### src/rtl/multicycle_ctrl.sv
// Multicycle RISC-V control FSM: FETCH/DECODE/MEM/WB sequencing with memory timeout.
// Optional INSTR_COUNT_EN adds a 32-bit retired-instruction counter output.
module multicycle_ctrl #(
    parameter int MEM_TIMEOUT = 15
) (
    input  logic       clk,
    input  logic       rst_n,
    input  logic       run,
    input  logic [6:0] opcode,
    input  logic       mem_ready,
    output logic [2:0] sel,
    output logic       IR_Write,
    output logic       ALUSrc,
    output logic       Mem_Read,
    output logic       Mem_Write,
    output logic       MemtoReg,
    output logic       RegWrite,
    output logic       Branch,
    output logic       PC_Write,
    output logic       done,
    output logic       illegal,
    output logic       mem_err
`ifdef INSTR_COUNT_EN
    ,
    output logic [31:0] instr_count
`endif
);

    typedef enum logic [2:0] {
        IDLE   = 3'd0,
        FETCH  = 3'd1,
        DECODE = 3'd2,
        MEM    = 3'd3,
        WB     = 3'd4
    } state_t;

    localparam logic [6:0] OP_R  = 7'b0110011;
    localparam logic [6:0] OP_I  = 7'b0010011;
    localparam logic [6:0] OP_LD = 7'b0000011;
    localparam logic [6:0] OP_ST = 7'b0100011;
    localparam logic [6:0] OP_BR = 7'b1100011;
    localparam logic [3:0] TMO   = 4'(MEM_TIMEOUT);

    state_t     state;
    logic [6:0] op_q;
    logic [3:0] cnt;

    logic is_r, is_i, is_ld, is_st, is_br;
    logic mem_op, legal, timeout, fin;

    assign is_r   = (op_q == OP_R);
    assign is_i   = (op_q == OP_I);
    assign is_ld  = (op_q == OP_LD);
    assign is_st  = (op_q == OP_ST);
    assign is_br  = (op_q == OP_BR);
    assign mem_op = is_ld | is_st;
    assign legal  = opcode inside {OP_R, OP_I, OP_LD, OP_ST, OP_BR};

    assign timeout = (state == MEM) && mem_op && !mem_ready && (cnt == TMO);

    // Stores and branches retire in MEM; everything else retires in WB.
    assign fin = ((state == MEM) && ((is_st && mem_ready) || is_br))
               || (state == WB);

    assign sel      = state;
    assign done     = fin;
    assign PC_Write = fin;

    always_comb begin
        IR_Write  = 1'b0;
        ALUSrc    = 1'b0;
        Mem_Read  = 1'b0;
        Mem_Write = 1'b0;
        MemtoReg  = 1'b0;
        RegWrite  = 1'b0;
        Branch    = 1'b0;
        unique case (state)
            FETCH: IR_Write = 1'b1;
            MEM: begin
                ALUSrc    = is_ld | is_st | is_i;
                Mem_Read  = is_ld;
                Mem_Write = is_st;
                MemtoReg  = is_ld;
                Branch    = is_br;
            end
            WB: begin
                RegWrite = is_ld | is_r | is_i;
                MemtoReg = is_ld;
            end
            default: ;
        endcase
    end

    always_ff @(posedge clk or negedge rst_n) begin
        if (!rst_n) begin
            state   <= IDLE;
            op_q    <= 7'd0;
            cnt     <= 4'd0;
            illegal <= 1'b0;
            mem_err <= 1'b0;
        end else begin
            unique case (state)
                IDLE: begin
                    if (run) begin
                        state   <= FETCH;
                        illegal <= 1'b0;
                        mem_err <= 1'b0;
                    end
                end
                FETCH: state <= DECODE;
                DECODE: begin
                    op_q <= opcode;
                    cnt  <= 4'd0;
                    if (legal) begin
                        state <= MEM;
                    end else begin
                        illegal <= 1'b1;
                        state   <= IDLE;
                    end
                end
                MEM: begin
                    if (timeout) begin
                        mem_err <= 1'b1;
                        state   <= IDLE;
                    end else if (mem_op && !mem_ready) begin
                        cnt <= cnt + 4'd1;
                    end else if (is_st || is_br) begin
                        state <= run ? FETCH : IDLE;
                    end else begin
                        state <= WB;
                    end
                end
                WB: state <= run ? FETCH : IDLE;
                default: state <= IDLE;
            endcase
        end
    end

`ifdef INSTR_COUNT_EN
    always_ff @(posedge clk or negedge rst_n) begin
        if (!rst_n) begin
            instr_count <= 32'd0;
        end else if (fin) begin
            instr_count <= instr_count + 32'd1;
        end
    end
`endif

endmodule

### config.mk
export PLATFORM = sky130hd
export DESIGN_NAME = multicycle_ctrl
export DESIGN_NICKNAME = d
export VERILOG_FILES = /design/src/rtl/multicycle_ctrl.sv
export SDC_FILE = /design/constraint.sdc
export NUM_CORES = 1
export LEC_CHECK = 0
export BUFFER_PORTS_ARGS = -buffer_cell sky130_fd_sc_hd__buf_2
export CAP_MARGIN = 10
export CORE_UTILIZATION = 44
export CTS_CLUSTER_DIAMETER = 150
export DETAILED_ROUTE_END_ITERATION = 7
export MAX_ROUTING_LAYER = met4
export PLACE_DENSITY = 0.7
export SLEW_MARGIN = 20
export SYNTH_ARGS = -nofsm -noshare
export SYNTH_HDL_FRONTEND = slang
export SYNTH_SLANG_ARGS = --single-unit
### constraint.sdc
create_clock -name clk -period 3.14 [get_ports clk]
set_clock_uncertainty 0.2 [all_clocks]
set_input_delay 0.314 -clock clk [delete_from_list [all_inputs] [get_ports clk]]
set_output_delay 0.314 -clock clk [all_outputs]
set_load 0.01 [all_outputs]
==> results of run 1 <==
## worst paths after layout
path | from | end | slack, ns | depth (start not counted)
max | op_q[2] | MemtoReg | 0.75 | 4
min | opcode[0] | op_q[0] | 0.03 | 3
max reg2reg | cnt[0] | cnt[3] | 1.27 | 5
min reg2reg | op_q[2] | op_q[2] | 0.28 | 2
max in group asynchronous | rst_n | cnt[0] | 2.21 | 2
min in group asynchronous | rst_n | mem_err | 0.26 | 2
## critical path, stage by stage (launching register included)
cell	delay, ns
dfrtp_1	0.38
nand4bb_1	0.30
or2_2	0.39
a2111oi_2	0.33
buf_2	0.18
## cells in the mapped netlist, drive strengths merged, types with 2 or more instances
cell and n:
nand2 31, dfrtp 16, nor2 7, mux2i 3, nand2b 3, nor3 3, o21ai 3, and3 2
buf 2, nor3b 2, nor4 2
## cell type report
cell class	instances	area share
Multi-Input combinational cell	73	0.423
Sequential cell	16	0.386
Timing Repair Buffer	25	0.125
Clock buffer	4	0.0350
Tap cell	25	0.0302
## routing by layer
metal | vias to the layer above | track usage
met3 | 4 | 0.0235
met5 | - | -
met2 | 24 | 0.256
li1 | 378 | -
met1 | 344 | 0.259
met4 | 0 | 0.106
## sequential cells by signal, indices dropped and copies added, names as in the netlist
name and flops:
cnt 4, sel 3, op_q 7, illegal 1
mem_err 1
## where the power goes
part / switching (mW) / total [mW] / internal (mW) / leakage (nW)
combinational: 0.110 / 0.193 / 0.0832 / 0.332
sequential: 0.0786 / 0.343 / 0.265 / 0.208
clock: 0.0653 / 0.136 / 0.0706 / 0.0210
## kinds of logic (layout without fill, tap and decap cells)
family	after synthesis	count (layout)	share of synthesized area
fa+ha+maj	1	1	0.0146
mux	3	3	0.0351
buf+inv	3	29	0.0190
flops	16	16	0.468
compound gates	11	11	0.105
simple gates	58	58	0.358
==> flow_metrics.env, run 1 <==
export IMPL_outcome="finished clean"
export IMPL_hp_class="in -> reg"
export IMPL_wl_met2_um=809
export IMPL_fin_ws_ns=0.754
export IMPL_met3_length_um=76
export IMPL_die_h_um=46.1
export IMPL_irDropWorstVdd_v=0.000331
export IMPL_criticalPathCategory="reg -> out"
export IMPL_yosys_top_cells_area="dfrtp_1, nand2_1, mux2i_1"
export IMPL_syn_to_final_growth_pct=21.2
export IMPL_hold_buffers=1
export IMPL_wl_met1_um=907
export IMPL_cp_start_kind="flop"
export IMPL_synthCells=92
export IMPL_drive_above_1_share=0.305
export IMPL_grt_overflow_total=0
export IMPL_clk_pin_slew_ns=0.10
export IMPL_n_antenna_cell=0
export IMPL_clock_latency_ns=0.29
export IMPL_tightest_slew_ns=0.540
export IMPL_synthesis_area_sq_um=856
export IMPL_dp_hpwl_mm=1.30
export IMPL_p_leak_nw=0.561
export IMPL_die_x_um=46.1
export IMPL_ctsResizeCount=0
export IMPL_io_pins=25
export IMPL_portBuffers=24
export IMPL_synthesis_nets=104
export IMPL_preCtsSetupSlack_ns=1.09
export IMPL_slew_viol_final=0
export IMPL_grt_max_degree=17
export IMPL_period_needed_ns=2.39
export IMPL_regArea_sq_um=400
export IMPL_gr_usage_all_layers=0.185
export IMPL_worstSetupEndpointType="primary output"
export IMPL_whs_ns=0.0255
export IMPL_stdcell_area_sq_um=1040
export IMPL_relSlewSlack=0.638
export IMPL_fin_util=0.582
export IMPL_globalplace_congestion=0.787
export IMPL_drtPass1Iterations=4
export IMPL_cts_sinks=16
export IMPL_htree_levels=1
export IMPL_post_cts_buffers=0
export IMPL_fin_setup_tns_ns=0
export IMPL_yosysWarnings=0
export IMPL_coreArea_sq_um=1780
export IMPL_maxCapViolCount=0
export IMPL_rows=15
export IMPL_power_density_nw_per_um2=648
export IMPL_grt_pass1_vias=560
export IMPL_synth_main_ff_cell="dfrtp_1"
export IMPL_vias=750
export IMPL_cts_buffer_depth=2
export IMPL_die_area_sq_um=2130
export IMPL_drtIter0Drc=17
export IMPL_antenna_found_initial=0
export IMPL_wl_per_cell_um=12.7
export IMPL_ant_nets=0
export IMPL_final_common_cell="nand2_1"
export IMPL_start_util=0.480
export IMPL_cp_arrival_ns=1.87
export IMPL_drt_wl_total_mm=1.81
export IMPL_dp_cells=138
export IMPL_grt_pass1_wl_mm=2.62
export IMPL_ys_seq_area_frac=0.468
export IMPL_avgSynthCellArea_sq_um=9.30
export IMPL_multi_input_area_sq_um=439
export IMPL_fmax_mhz=419
export IMPL_cts_tree="done"
export IMPL_finalSetupViolations=0
export IMPL_final_nets=131
export IMPL_cts_root_buf="clkbuf_4"
export IMPL_fin_cells=143
export IMPL_finalCritPeriodShare=0.760
export IMPL_synth_cell_types=32
export IMPL_async_flop_share=1.00
export IMPL_drc_errors=0
export IMPL_routed_via_density=5.24
export IMPL_final_cell_mix="nand2_1, buf_2, dfrtp_1"
export IMPL_fillCellCount=170
export IMPL_synth_seq_cells=16
export IMPL_rsz0062_at_grt="false"
export IMPL_synth_top_cell_area_share=0.468
export IMPL_synth_edf_count=0
export IMPL_post_dp_cell_area_sq_um=991
export IMPL_synth_area_leader_cell="dfrtp_1"
export IMPL_hold_viol=0
export IMPL_cp_required_ns=2.63
export IMPL_maxUsedRoutingLayer="met4"
export IMPL_total_power_uw=672
export IMPL_numCtsBuffers=3
export IMPL_cp_max_fo=5
Note: power is estimated with default switching activity, not from simulation.
==> inputs of run 2 (changes only) <==
Settings changed: PLACE_DENSITY 0.7 to 0.72.
Clock period 3.14 ns to 2.1 ns, I/O delays scaled along.
==> run 2 against run 1 <==
First-iteration DRC count decreased by 12%. Clock-buffer cell count decreased by 1. Clock power increased by 15%. Critical endpoint is now Mem_Read. Critical path depth unchanged. Sequential cell count unchanged. Utilization increased by 6.8 points. Worst hold slack improved by 0.055 ns. Combinational power increased by 79%. Final area increased by 12%.
==> flow_metrics.env, run 2 (synthesized netlist as in run 1, its figures left out) <==
export IMPL_antenna_found_initial=0
export IMPL_n_antenna_cell=0
export IMPL_cts_buffer_depth=2
export IMPL_cts_sinks=16
export IMPL_io_pins=25
export IMPL_reg2reg_from="cnt[0]"
export IMPL_criticalPathCategory="reg -> out"
export IMPL_cp_required_ns=1.69
export IMPL_preCtsSetupSlack_ns=0.212
export IMPL_multi_input_area_sq_um=478
export IMPL_fin_ws_ns=0.0920
export IMPL_final_nets=141
export IMPL_grt_pass1_wl_mm=3.25
export IMPL_drtPass1Iterations=4
export IMPL_fillCellCount=146
export IMPL_fmax_mhz=498
export IMPL_rsz0062_at_grt="false"
export IMPL_critical_path_slowest_cell="dfrtp_1"
export IMPL_die_x_um=46.1
export IMPL_final_cell_mix="nand2_1, buf_2, dfrtp_1"
export IMPL_grt_pass1_vias=763
export IMPL_globalplace_congestion=0.815
export IMPL_grt_overflow_total=0
export IMPL_power_density_nw_per_um2=897
export IMPL_total_power_mw=1.04
export IMPL_slew_viol_final=0
export IMPL_syn_to_final_growth_pct=35.4
export IMPL_regArea_sq_um=402
export IMPL_tightest_slew_ns=0.533
export IMPL_die_h_um=46.1
export IMPL_final_common_cell="nand2_1"
export IMPL_start_util=0.480
export IMPL_top_register="op_q"
export IMPL_cp_max_fo=4
export IMPL_clock_latency_ns=0.28
export IMPL_min_from="mem_ready"
export IMPL_cp_arrival_ns=1.60
export IMPL_vias=806
export IMPL_worstSetupEndpointType="primary output"
export IMPL_cts_tree="done"
export IMPL_outcome="finished clean"
export IMPL_relSlewSlack=0.643
export IMPL_cpPeakStageDelay_ns=0.39
export IMPL_clk_pin_slew_ns=0.09
export IMPL_portBuffers=24
export IMPL_stdcell_area_sq_um=1160
export IMPL_rows=15
export IMPL_gr_usage_all_layers=0.227
export IMPL_p_leak_nw=0.601
export IMPL_cp_num_buf_inv=1
export IMPL_cts_root_buf="clkbuf_4"
export IMPL_finalCritPeriodShare=0.956
export IMPL_period_needed_ns=2.01
export IMPL_drive_above_1_share=0.323
export IMPL_largest_reg_flops=7
export IMPL_post_dp_cell_area_sq_um=1010
export IMPL_fin_cells=152
export IMPL_cp_top_family="simple AND/OR/NAND/NOR gates"
export IMPL_whs_ns=0.0808
export IMPL_wl_per_cell_um=13.8
export IMPL_numCtsBuffers=3
export IMPL_post_cts_buffers=0
export IMPL_drtIter0Drc=15
export IMPL_die_area_sq_um=2130
export IMPL_dp_cells=140
export IMPL_htree_levels=1
export IMPL_grt_max_degree=17
export IMPL_hp_class="in -> reg"
export IMPL_fin_util=0.650
export IMPL_drc_errors=0
export IMPL_maxCapViolCount=0
export IMPL_ant_nets=0
export IMPL_drt_wl_total_mm=2.10
export IMPL_hold_viol=0
export IMPL_crit_start="op_q[2]"
export IMPL_fin_setup_tns_ns=0
export IMPL_finalSetupViolations=0
export IMPL_dp_hpwl_mm=1.37
export IMPL_routed_via_density=5.30
export IMPL_irDropWorstVdd_v=0.000482
export IMPL_cp_start_kind="flop"
export IMPL_coreArea_sq_um=1780
export IMPL_path_cells="nand4bb_4 > or2_4 > nor4_1 > buf_2"
-- run 2: final timing paths --
path,cells past startpoint,to,slack (ns)
worst max register to register,5,sel[0],0.25
max in group asynchronous,2,sel[2],1.24
worst min-delay path,3,sel[0],0.08
min in group asynchronous,2,mem_err,0.18
worst max-delay path,4,Mem_Read,0.09
worst min register to register,2,op_q[2],0.30
-- run 2: where the power goes --
group	total, mW	internal, mW	leakage, nW	switching (mW)
registers	0.536	0.397	0.207	0.139
logic	0.346	0.161	0.381	0.186
clock network	0.157	0.0665	0.0138	0.0910
total	1.04	0.624	0.601	0.416
-- run 2: per-layer routing --
layer  up-vias  track usage  wire length, um
met2        33        0.383             1090
met1       378        0.256              900
met4         0        0.112               11
met3         2       0.0392               89
met5         -            -                0
li1        393            -                -
-- run 2: area by class of cell --
class                           instances  share of cell area
Clock buffer                            3              0.0194
Tap cell                               25              0.0270
Multi-Input combinational cell         73               0.413
Sequential cell                        16               0.347
Timing Repair Buffer                   35               0.194
-- run 2: timing repair --
action	CTS	global route
endpoints found under the setup margin	3	3
gates resized for setup	4	3
pin swaps	0	2
hold buffers	9	0
endpoints found under the hold margin	24	0
-- run 2: worst register-to-register path, delay by kind of cell, from the launching register on --
kind            cells  cell delay [ns]
compound gates      3             0.50
simple gates        1             0.43
flops               1             0.42
fa+ha+maj           1             0.23
